===== src/rtl/lcd_bus_responder.sv =====
// -----------------------------------------------------------------------------
// lcd_bus_responder
//
// Display-side model of a 16x2 character LCD. It watches the
// lcd_e/lcd_rs/lcd_rw/sf_d bus driven by the LCD controller and decodes each
// write cycle into:
//   - a 32-byte DDRAM mirror (line 1 -> 0..15, line 2 -> 16..31),
//   - the DDRAM address counter,
//   - the display-on flag.
// Host logic reads the mirror back through rd_addr/rd_data to check the
// on-screen text without a physical panel.
//
// Optional feature macro: LCD_BUSY_FLAG_EN
//   Defined   : read cycles are answered on sf_d_out/sf_d_oe.
//               rs=0 returns {busy, addr_cnt}; rs=1 returns the mirror byte at
//               the address counter, and the counter then steps.
//   Undefined : sf_d_out/sf_d_oe are tied low and read cycles are ignored.
//
// Ports
//   clk         in   system clock (controller clock domain)
//   rst         in   synchronous, active-high reset
//   lcd_e       in   enable strobe; a cycle is acted on when it falls
//   lcd_rs      in   0 = command, 1 = data
//   lcd_rw      in   0 = write, 1 = read
//   sf_d[7:0]   in   data bus from the controller
//   sf_d_out    out  read-back data toward the bus (feature build only)
//   sf_d_oe     out  drive enable for sf_d_out
//   rd_addr[4:0] in  mirror index for host read-back
//   rd_data[7:0] out mirror[rd_addr], registered (1 clk latency)
//   busy        out  high while clearing or busy
//   display_on  out  D bit of the last display-control command
//   addr_cnt    out  DDRAM address counter (0x00-0x0F, 0x40-0x4F)
//   err_overrun out  sticky; a write cycle arrived while busy
//
// States
//   ST_CLEAR | fill mirror with spaces, one entry per clk
//   ST_BUSY  | down-counter running, new write cycles are rejected
//   ST_IDLE  | ready to accept controller cycles
// -----------------------------------------------------------------------------
module lcd_bus_responder #(
  parameter int BUSY_CYCLES       = 16,
  parameter int CLEAR_BUSY_CYCLES = 64
) (
  input  logic       clk,
  input  logic       rst,
  input  logic       lcd_e,
  input  logic       lcd_rs,
  input  logic       lcd_rw,
  input  logic [7:0] sf_d,
  output logic [7:0] sf_d_out,
  output logic       sf_d_oe,
  input  logic [4:0] rd_addr,
  output logic [7:0] rd_data,
  output logic       busy,
  output logic       display_on,
  output logic [6:0] addr_cnt,
  output logic       err_overrun
);

  localparam int CNT_MAX = (BUSY_CYCLES > CLEAR_BUSY_CYCLES) ? BUSY_CYCLES
                                                             : CLEAR_BUSY_CYCLES;
  localparam int CW      = (CNT_MAX < 2) ? 1 : $clog2(CNT_MAX + 1);

  localparam logic [CW-1:0] BUSY_LOAD  = CW'(BUSY_CYCLES);
  localparam logic [CW-1:0] CLEAR_LOAD = CW'(CLEAR_BUSY_CYCLES);
  localparam logic [CW-1:0] CNT_ONE    = CW'(1);
  localparam logic [7:0]    SPACE_CHAR = 8'h20;

  typedef enum logic [1:0] {
    ST_CLEAR = 2'd0,
    ST_BUSY  = 2'd1,
    ST_IDLE  = 2'd2
  } state_t;

  // ---------------------------------------------------------------------------
  // Address helpers
  // ---------------------------------------------------------------------------
  // Counter stepping with the two-line wrap: the counter only ever holds
  // 0x00-0x0F or 0x40-0x4F, so the line ends jump to the other line.
  function automatic logic [6:0] addr_step(input logic [6:0] a, input logic inc);
    logic [6:0] r;
    if (inc) begin
      case (a)
        7'h0F:   r = 7'h40;
        7'h4F:   r = 7'h00;
        default: r = a + 7'd1;
      endcase
    end else begin
      case (a)
        7'h00:   r = 7'h4F;
        7'h40:   r = 7'h0F;
        default: r = a - 7'd1;
      endcase
    end
    return r;
  endfunction

  // 0x00-0x0F -> 0..15, 0x40-0x4F -> 16..31
  function automatic logic [4:0] addr_map(input logic [6:0] a);
    return {a[6], a[3:0]};
  endfunction

  // ---------------------------------------------------------------------------
  // Input capture: one 2-flop synchronizer for the whole bus so strobe and
  // data stay aligned, then a falling-edge detect on the synced strobe.
  // ---------------------------------------------------------------------------
  logic [10:0] sync1_q, sync2_q;
  logic        e_prev_q;

  always_ff @(posedge clk) begin
    if (rst) begin
      sync1_q  <= '0;
      sync2_q  <= '0;
      e_prev_q <= 1'b0;
    end else begin
      sync1_q  <= {lcd_e, lcd_rs, lcd_rw, sf_d};
      sync2_q  <= sync1_q;
      e_prev_q <= sync2_q[10];
    end
  end

  logic       e_s, rs_s, rw_s;
  logic [7:0] d_s;
  logic       e_fall, wr_cyc;

  assign e_s    = sync2_q[10];
  assign rs_s   = sync2_q[9];
  assign rw_s   = sync2_q[8];
  assign d_s    = sync2_q[7:0];
  assign e_fall = e_prev_q & ~e_s;
  assign wr_cyc = e_fall & ~rw_s;

`ifdef LCD_BUSY_FLAG_EN
  logic rd_cyc;
  assign rd_cyc = e_fall & rw_s;
`endif

  // ---------------------------------------------------------------------------
  // State and registers
  // ---------------------------------------------------------------------------
  state_t        state_q, state_d;
  logic [CW-1:0] cnt_q, cnt_d;
  logic [4:0]    fill_q, fill_d;
  logic [6:0]    addr_q, addr_d;
  logic          id_q, id_d;
  logic          disp_q, disp_d;
  logic          err_q, err_d;
  logic [7:0]    rd_data_q;

  logic [7:0]    mem_q [32];
  logic          mem_we;
  logic [4:0]    mem_waddr;
  logic [7:0]    mem_wdata;

  logic          ddram_ok;

  // Only the two visible 16-character windows are legal DDRAM targets.
  assign ddram_ok = (d_s[6:4] == 3'b000) || (d_s[6:4] == 3'b100);

  always_comb begin
    state_d   = state_q;
    cnt_d     = cnt_q;
    fill_d    = fill_q;
    addr_d    = addr_q;
    id_d      = id_q;
    disp_d    = disp_q;
    err_d     = err_q;
    mem_we    = 1'b0;
    mem_waddr = fill_q;
    mem_wdata = SPACE_CHAR;

    // A rejected write does not extend CLEAR/BUSY; it only raises the flag.
    if (wr_cyc && (state_q != ST_IDLE)) begin
      err_d = 1'b1;
    end

    case (state_q)
      ST_CLEAR: begin
        mem_we    = 1'b1;
        mem_waddr = fill_q;
        mem_wdata = SPACE_CHAR;
        if (fill_q == 5'd31) begin
          state_d = ST_BUSY;
          cnt_d   = CLEAR_LOAD;
        end else begin
          fill_d = fill_q + 5'd1;
        end
      end

      ST_BUSY: begin
        // Terminal count at 1 so the state lasts exactly the loaded number of
        // clocks; the <= also covers a zero load.
        if (cnt_q <= CNT_ONE) begin
          state_d = ST_IDLE;
          cnt_d   = '0;
        end else begin
          cnt_d = cnt_q - CNT_ONE;
        end
      end

      ST_IDLE: begin
        if (wr_cyc) begin
          if (rs_s) begin
            mem_we    = 1'b1;
            mem_waddr = addr_map(addr_q);
            mem_wdata = d_s;
            addr_d    = addr_step(addr_q, id_q);
            state_d   = ST_BUSY;
            cnt_d     = BUSY_LOAD;
          end else if (d_s == 8'h01) begin
            addr_d  = 7'h00;
            id_d    = 1'b1;
            fill_d  = 5'd0;
            state_d = ST_CLEAR;
          end else begin
            // Commands decode on their highest set bit.
            casez (d_s)
              8'b1???_????: addr_d = ddram_ok ? d_s[6:0] : 7'h00;
              8'b01??_????: begin end
              8'b001?_????: begin end
              8'b0001_????: begin
                // d[3]=1 is a display shift, which the mirror does not model.
                if (!d_s[3]) begin
                  addr_d = addr_step(addr_q, d_s[2]);
                end
              end
              8'b0000_1???: disp_d = d_s[2];
              8'b0000_01??: id_d   = d_s[1];
              8'b0000_001?: addr_d = 7'h00;
              default:      begin end
            endcase
            state_d = ST_BUSY;
            cnt_d   = BUSY_LOAD;
          end
        end
`ifdef LCD_BUSY_FLAG_EN
        // A data read advances the counter like a data write would; reads
        // arriving while busy leave the counter alone.
        else if (rd_cyc && rs_s) begin
          addr_d = addr_step(addr_q, id_q);
        end
`endif
      end

      default: begin
        state_d = ST_CLEAR;
        fill_d  = 5'd0;
      end
    endcase
  end

  always_ff @(posedge clk) begin
    if (rst) begin
      state_q   <= ST_CLEAR;
      cnt_q     <= '0;
      fill_q    <= 5'd0;
      addr_q    <= 7'h00;
      id_q      <= 1'b1;
      disp_q    <= 1'b0;
      err_q     <= 1'b0;
      rd_data_q <= 8'h00;
    end else begin
      state_q   <= state_d;
      cnt_q     <= cnt_d;
      fill_q    <= fill_d;
      addr_q    <= addr_d;
      id_q      <= id_d;
      disp_q    <= disp_d;
      err_q     <= err_d;
      rd_data_q <= mem_q[rd_addr];
    end
  end

  // Mirror storage has no reset; the CLEAR fill that follows every reset
  // initialises it.
  always_ff @(posedge clk) begin
    if (mem_we && !rst) begin
      mem_q[mem_waddr] <= mem_wdata;
    end
  end

  assign busy        = (state_q != ST_IDLE);
  assign display_on  = disp_q;
  assign addr_cnt    = addr_q;
  assign err_overrun = err_q;
  assign rd_data     = rd_data_q;

  // ---------------------------------------------------------------------------
  // Optional bus read-back
  // ---------------------------------------------------------------------------
`ifdef LCD_BUSY_FLAG_EN
  logic       oe_q;
  logic [7:0] dout_q;

  // Registered from the synced strobe so the drive ends 3 clk after the raw
  // strobe falls, together with the cycle being acted on.
  always_ff @(posedge clk) begin
    if (rst) begin
      oe_q   <= 1'b0;
      dout_q <= 8'h00;
    end else begin
      oe_q   <= e_s & rw_s;
      dout_q <= rs_s ? mem_q[addr_map(addr_q)] : {busy, addr_q};
    end
  end

  assign sf_d_oe  = oe_q;
  assign sf_d_out = dout_q;
`else
  assign sf_d_oe  = 1'b0;
  assign sf_d_out = 8'h00;
`endif

endmodule


===== config.mk =====
export PLATFORM = sky130hd
export DESIGN_NAME = lcd_bus_responder
export DESIGN_NICKNAME = d
export VERILOG_FILES = /design/src/rtl/lcd_bus_responder.sv
export SDC_FILE = /design/constraint.sdc
export NUM_CORES = 1
export LEC_CHECK = 0
export ABC_CLOCK_PERIOD_IN_PS = 5910
export BUFFER_PORTS_ARGS = -buffer_cell sky130_fd_sc_hd__buf_2
export CAP_MARGIN = 20
export CORE_ASPECT_RATIO = 1.75
export CORE_MARGIN = 2
export CORE_UTILIZATION = 60
export CTS_CLUSTER_SIZE = 20
export DETAILED_ROUTE_END_ITERATION = 10
export PLACE_DENSITY_LB_ADDON = 0.05
export RECOVER_POWER = 25
export SLEW_MARGIN = 20
export SYNTH_ARGS = -nofsm -noshare
export SYNTH_HDL_FRONTEND = slang
export SYNTH_SLANG_ARGS = --single-unit

===== constraint.sdc =====
create_clock -name clk -period 5.91 [get_ports clk]
set_input_delay 1.182 -clock clk [delete_from_list [all_inputs] [get_ports clk]]
set_output_delay 1.182 -clock clk [all_outputs]
set_load 0.03 [all_outputs]

==> run_results.csv, run 1 <==
group,metric,value,unit
status,status,"complete, but fails checks",
status,violations,"max-capacitance violations, max-slew violations",
synth,synth_top_cells_by_count,"edfxtp_1, mux4_2, nor2_1, dfxtp_1, nor2b_1",
drt,drtPass1Iterations,5,
clock_tree,postCtsSetupRepairBufs,0,
critical_path,arrival,4.58,ns
timing,fin_skew,0.0153,ns
clock_tree,cts_max_level,1,
die,die_width,115,um
die,placement_rows,70,
finish,syn_to_final_growth,9.39,%
placement,dp_hpwl,18800,um
placement,preCtsSetupSlack,1.62,ns
synth,synth_compound_area_share,5.40,%
drt,postRouteAntennaNets,0,
synth,yosys.area_share.simple,8.68,%
timing,period_share,74.4,%
clock_tree,cts_tree,"yes",
global_routing,grt_pass1_wl,42800,um
critical_path,critPathKind,"flip-flop to flip-flop",
clock_tree,cts_hold_buf,0,
timing,maxSlewViolCount,193,
synth,async_reset_ff_share,0,%
min_path,worstHoldEndpoint,"sync2_q[9]",
timing,fin_tns_setup,0,ns
drt,wl_per_cell,25.7,um
global_routing,grt.overflow.total,0,
synth,ys_warn_count,0,
placement,io_buffers,35,
die,pin_count,45,
pwr,power,0.00464,W
critical_path,start_kind,"flip-flop",
clock_tree,clkLatencyLatePin,0.54,ns
clock_tree,cts_made_buffers,26,
synth,synth_top_family_by_area,"multiplexers",
synth,yosys.area.top_type,"edfxtp_1",
synth,netlist.area_leader.share,59.8,%
global_routing,grt_start_max_net_pins,61,
timing,maxSlewHeadroom,-75.8,%
pwr,p_int,0.00357,W
pwr,peakVddDrop,0.385,mV
timing,worst_slew_pin_slew,2.64,ns
drt,drc_errors,0,
clock_tree,clock-root-buffer,"clkbuf_16",
pwr,clkPwrFrac,37.5,%
finish,drive_above_1_share,17.8,%
drt,wirelength,28000,um
critical_path,critPathRequiredTime,6.09,ns
die,core_area,20900,um^2
synth,synthAdderAreaFrac,1.07,%
synth,synth-seq-area-share,68.4,%
min_path,hp-class,"flip-flop to flip-flop",
synth,ys.flop_type,"edfxtp_1",
clock_tree,cts_num_sinks,311,
clock_tree,cts_resized,0,
critical_path,reg2reg_to,"mem_q[10][2]",
synth,syn_area,12900,um^2
critical_path,r2r_start,"state_q[0]",
finish,post-route-util,67.2,%
global_routing,first_global_vias,7237,
placement,place_congestion,0.899,
clock_tree,cts_buffer_depth,3,
finish,fill_cells,1398,
clock_tree,clk_pin_slew,0.07,ns
die,start_util,61.4,%
timing,fmax,0.227,GHz
synth,yosys.area_share.xor_xnor,0.341,%
drt,vias_per_cell,6.54,
timing,rsz0062_at_grt,"no",
finish,antennaDiodeCount,0,
synth,ys_top_cells_by_area,"edfxtp_1, mux4_2, dfxtp_1, nor2_1, nor2b_1",
synth,yosysMostFrequentCell,"edfxtp_1",
synth,synth_edf_count,256,
pwr,seq_power_share,52.7,%
pwr,power.leakage,4.82,nW
drt,drt-initial-drc-count,696,
synth,synth_mux_area_share,13.6,%
min_path,hold-path-cell-count,1,
synth,synthCells,787,
finish,final_cell_area,14100,um^2
timing,finalSetupViolCount,0,
critical_path,worstSetupEndpointType,"flip-flop",
pwr,netSwitchingFraction,23.0,%
min_path,hp-start,"sync1_q[9]",
critical_path,critPathMaxFanout,14,
synth,ys_seq_elements,311,
drt,dr_total_vias,7123,
global_routing,antenna_found_initial,0,
critical_path,rrSetupSlack,1.51,ns
finish,layout.nets,846,
timing,hold_viol,0,
synth,ys_types,62,
critical_path,r2r_cells,7,
synth,syn_area_per_cell,16.3,um^2
placement,dpl_cell_area,13200,um^2
flow_run,max-cap-violations,5,
pwr,p_per_area,330,nW/um^2
timing,setup_slack,1.51,ns
pwr,combPwrFrac,9.8,%
global_routing,gr-usage-all-layers,25.5,%
pwr,power_switching,0.00107,W
die,dieArea,22700,um^2
die,die_h,198,um
timing,period_needed,4.40,ns
## layer usage
| metal | vias to the layer above | wire length (um) | GRT usage, % | share of wire, % |
|---|---|---|---|---|
| met1 | 3605 | 10200 | 31.0 | 37 |
| met5 | - | 0 | 0 | 0 |
| met4 | 0 | 1120 | 10.7 | 4.0 |
| met3 | 65 | 1480 | 2.61 | 5.3 |
| met2 | 297 | 15200 | 45.8 | 54 |
| li1 | 3156 | - | - | - |
## worst max-delay path, stage by stage, from the launching register on
cell	delay [ns]
dfxtp_1	0.34
inv_1	0.09
ha_1	0.40
nor4bb_1	1.13
and2_0	0.66
nor3_1	0.11
o21bai_1	0.87
nor2_1	0.44
## logic make-up after synthesis
| group | count (synthesis) |
|---|---|
| other | 1 |
| multiplexers | 85 |
| XOR/XNOR | 5 |
| AO/OA/AOI/OAI | 97 |
| buffers and inverters | 70 |
| AND/OR/NAND/NOR | 207 |
| adder cells (fa/ha/maj) | 11 |
| flip-flops | 311 |
## final cells by class
type	instances	area, um^2	area share (%)
clock inverter	10	109	0.774
inverter	18	67.6	0.481
tap	252	315	2.24
clock buffer	38	768	5.47
multi-input combinational	414	3790	27.0
timing repair buffer	46	220	1.57
sequential	311	8790	62.5
## stage by stage
step	instances	hold slack (ns)
global route	1089	0.458
detailed placement	1041	0.431
CTS	1089	0.449
global placement	1041	0.428
finish	1089	0.443
floorplan	795	0.414
## how the worst max path moves through the flow
| stage | from | endpoint | slack (ns) | depth (start not counted) |
|---|---|---|---|---|
| CTS | state_q[0] | mem_q[25][4] | 1.58 | 7 |
| finish | state_q[0] | mem_q[10][2] | 1.51 | 7 |
| global route | state_q[0] | mem_q[10][2] | 1.34 | 7 |
| detailed placement | state_q[0] | mem_q[25][7] | 1.62 | 7 |
| floorplan | rd_addr[0] | rd_data[0] | 2.86 | 6 |
| global placement | state_q[0] | mem_q[29][2] | 1.80 | 7 |
## cells in the final DEF, fill, tap and decap left out, types with 5 or more instances in the layout
cell       Yosys  routed
ha_1          11      11
and3_1         9       9
dfxtp_1       55      55
clkbuf_16      0      28
mux2i_1       13      13
a21oi_1       18      18
nand2_1       20      20
mux4_2        72      72
buf_2         12      17
edfxtp_1     256     256
nor4_1         5       5
o21ai_0       16      16
inv_1         18      18
a31oi_1        8       8
nor2_1        59      57
nand3_1       13      13
or4_1          5       5
conb_1         1       9
clkbuf_1      29      29
buf_4         10       7
nand2b_1       7       7
nor4b_1        6       6
o22ai_1        8       8
nor3_1        23      23
a221oi_1       5       5
nor2b_1       33      33
## flip-flops by register name (all words and copies together) (netlist names), 2 cells and up
register	flops
sync2_q	11
rd_data	8
mem_q	256
state_q	2
sync1_q	11
addr_cnt	7
cnt_q	7
fill_q	5
## power by group through the flow
stage | Combinational [W] | Sequential, W | Clock, W
6_report | 0.000455 | 0.00245 | 0.00174
5_1_grt | 0.000487 | 0.00245 | 0.00184
4_1_cts | 0.000457 | 0.00245 | 0.00176
3_5_place_dp | 0.000455 | 0.00249 | 0
3_3_place_gp | 0.000439 | 0.00249 | 0
2_1_floorplan | 0.000333 | 0.00249 | 0
No activity file was read; power rests on OpenSTA's default activity.
==> inputs of run 2 (changes only) <==
--- a/config.mk
+++ b/config.mk
@@ -5,12 +5,12 @@
 export SDC_FILE = /design/constraint.sdc
 export NUM_CORES = 1
 export LEC_CHECK = 0
-export ABC_CLOCK_PERIOD_IN_PS = 5910
+export ABC_CLOCK_PERIOD_IN_PS = 4000
 export BUFFER_PORTS_ARGS = -buffer_cell sky130_fd_sc_hd__buf_2
 export CAP_MARGIN = 20
 export CORE_ASPECT_RATIO = 1.75
 export CORE_MARGIN = 2
-export CORE_UTILIZATION = 60
+export CORE_UTILIZATION = 56
 export CTS_CLUSTER_SIZE = 20
 export DETAILED_ROUTE_END_ITERATION = 10
 export PLACE_DENSITY_LB_ADDON = 0.05
==> constraint.sdc (replaced) <==
create_clock -name clk -period 4 [get_ports clk]
set_input_delay 0.8 -clock clk [delete_from_list [all_inputs] [get_ports clk]]
set_output_delay 0.8 -clock clk [all_outputs]
set_load 0.03 [all_outputs]
==> run_results.csv, run 2 (synthesis results as in run 1) <==
group,metric,value,unit
status,status,"complete, but fails checks",
status,violations,"max-capacitance violations, max-slew violations",
finish,drive_above_1_share,20.3,%
die,pin_count,45,
clock_tree,cts_buffer_depth,3,
pwr,netSwitchingFraction,22.6,%
clock_tree,cts_num_sinks,311,
placement,place_inst,1102,
clock_tree,cts_tree,"yes",
global_routing,first_global_vias,7304,
die,die_h,204,um
clock_tree,cts_max_level,1,
timing,period_needed,3.47,ns
finish,layout.nets,861,
finish,syn_to_final_growth,11.4,%
timing,finalSetupViolCount,0,
die,start_util,56.7,%
clock_tree,cts_resized,0,
finish,mostFrequentLayoutCell,"edfxtp_1",
global_routing,grt.overflow.total,0,
timing,maxSlewViolCount,97,
pwr,seq_power_share,51.0,%
pwr,peakVddDrop,0.434,mV
critical_path,critPathRequiredTime,4.17,ns
clock_tree,postCtsSetupRepairBufs,0,
critical_path,critPathKind,"flip-flop to flip-flop",
pwr,clkPwrFrac,39.7,%
timing,fmax,0.288,GHz
clock_tree,clkLatencyLatePin,0.55,ns
placement,io_buffers,35,
timing,maxSlewHeadroom,-16.1,%
finish,fill_cells,1719,
pwr,power_switching,0.00160,W
timing,worst_slew_pin_slew,1.74,ns
drt,wirelength,28000,um
placement,place_congestion,0.886,
timing,fin_tns_setup,0,ns
finish,post-route-util,63.2,%
finish,antennaDiodeCount,0,
timing,fin_skew,0.0185,ns
drt,drtPass1Iterations,5,
die,placement_rows,73,
finish,largest_register,"mem_q",
critical_path,arrival,3.64,ns
clock_tree,cts_made_buffers,28,
clock_tree,clk_pin_slew,0.06,ns
placement,dp_hpwl,18700,um
drt,drc_errors,0,
finish,finalNonFillerCells,1154,
global_routing,antenna_found_initial,0,
die,die_width,119,um
pwr,power,0.00709,W
pwr,power.leakage,4.94,nW
die,core_area,22700,um^2
timing,hold_viol,0,
finish,largestRegisters,"mem_q x256, sync1_q x11, sync2_q x11",
critical_path,start_kind,"flip-flop",
drt,vias_per_cell,6.13,
die,dieArea,24200,um^2
clock_tree,cts_hold_buf,0,
critical_path,critPathMaxFanout,13,
timing,period_share,86.8,%
global_routing,grt_start_max_net_pins,36,
pwr,p_per_area,495,nW/um^2
drt,drt-initial-drc-count,580,
pwr,p_int,0.00549,W
finish,layout_common_cells,"edfxtp_1, mux4_2, nor2_1, dfxtp_1, nor2b_1",
finish,largest_register_ff_count,256,
global_routing,grt_pass1_wl,43300,um
min_path,hp-class,"flip-flop to flip-flop",
critical_path,worstSetupEndpointType,"flip-flop",
drt,dr_total_vias,7073,
drt,wl_per_cell,24.2,um
timing,rsz0062_at_grt,"no",
clock_tree,clock-root-buffer,"clkbuf_16",
global_routing,gr-usage-all-layers,23.8,%
pwr,combPwrFrac,9.3,%
flow_run,max-cap-violations,3,
drt,postRouteAntennaNets,0,
## run 2: cell count changes in the layout (fill, tap and decap cells not counted), moves of 3 or more
cell        previous run  this run
buf_4                  7        19
bufinv_16              2         5
clkbuf_1              29        25
clkinvlp_4             1         4
## run 2: layer usage
| layer | up-vias | track usage [%] | wire length, um |
|---|---|---|---|
| li1 | 3188 | - | - |
| met5 | - | 0 | 0 |
| met3 | 62 | 2.34 | 972 |
| met1 | 3636 | 27.7 | 10200 |
| met4 | 0 | 7.53 | 907 |
| met2 | 187 | 45.9 | 15900 |
## run 2: cell type report
type / count / area, um^2 / area share (%)
clock buffers: 34 / 754 / 5.27
repair buffers: 59 / 317 / 2.21
multi-input cells: 414 / 3790 / 26.4
well taps: 300 / 375 / 2.62
flip-flops and latches: 311 / 8790 / 61.4
clock inverters: 18 / 230 / 1.61
inverters: 18 / 67.6 / 0.472
## run 2: power groups by stage
stage	Combinational [W]	Sequential, W	Clock, W
finish	0.000659	0.00362	0.00281
global route	0.000717	0.00362	0.00300
CTS	0.000664	0.00362	0.00287
detailed placement	0.000660	0.00369	0
global placement	0.000641	0.00368	0
floorplan	0.000492	0.00368	0
## run 2: worst paths after layout
check                                 from            to  slack, ns  depth (start not counted)
worst max register to register  state_q[0]  mem_q[10][4]       0.53                          8
worst min register to register  sync1_q[9]    sync2_q[9]       0.44                          1
worst max-delay path            state_q[0]  mem_q[10][4]       0.53                          8
worst min-delay path            sync1_q[9]    sync2_q[9]       0.44                          1
## run 2: through the flow
step	worst slack (ns)	hold WS [ns]	cell area, um^2
4_1_cts	0.701	0.443	14400
2_1_floorplan	1.25	0.414	12900
6_report	0.527	0.436	14300
3_5_place_dp	0.708	0.427	13400
3_3_place_gp	0.783	0.423	13400
5_1_grt	0.214	0.460	14300
## run 2: critical path, stage by stage, from the launching register on
cell and delay (ns):
dfxtp_1 0.34, inv_1 0.10, ha_1 0.40, nor4bb_1 0.32
clkbuf_1 0.27, nand2_1 0.33, nor3_1 0.27, o21bai_1 0.38
nor2_1 0.67
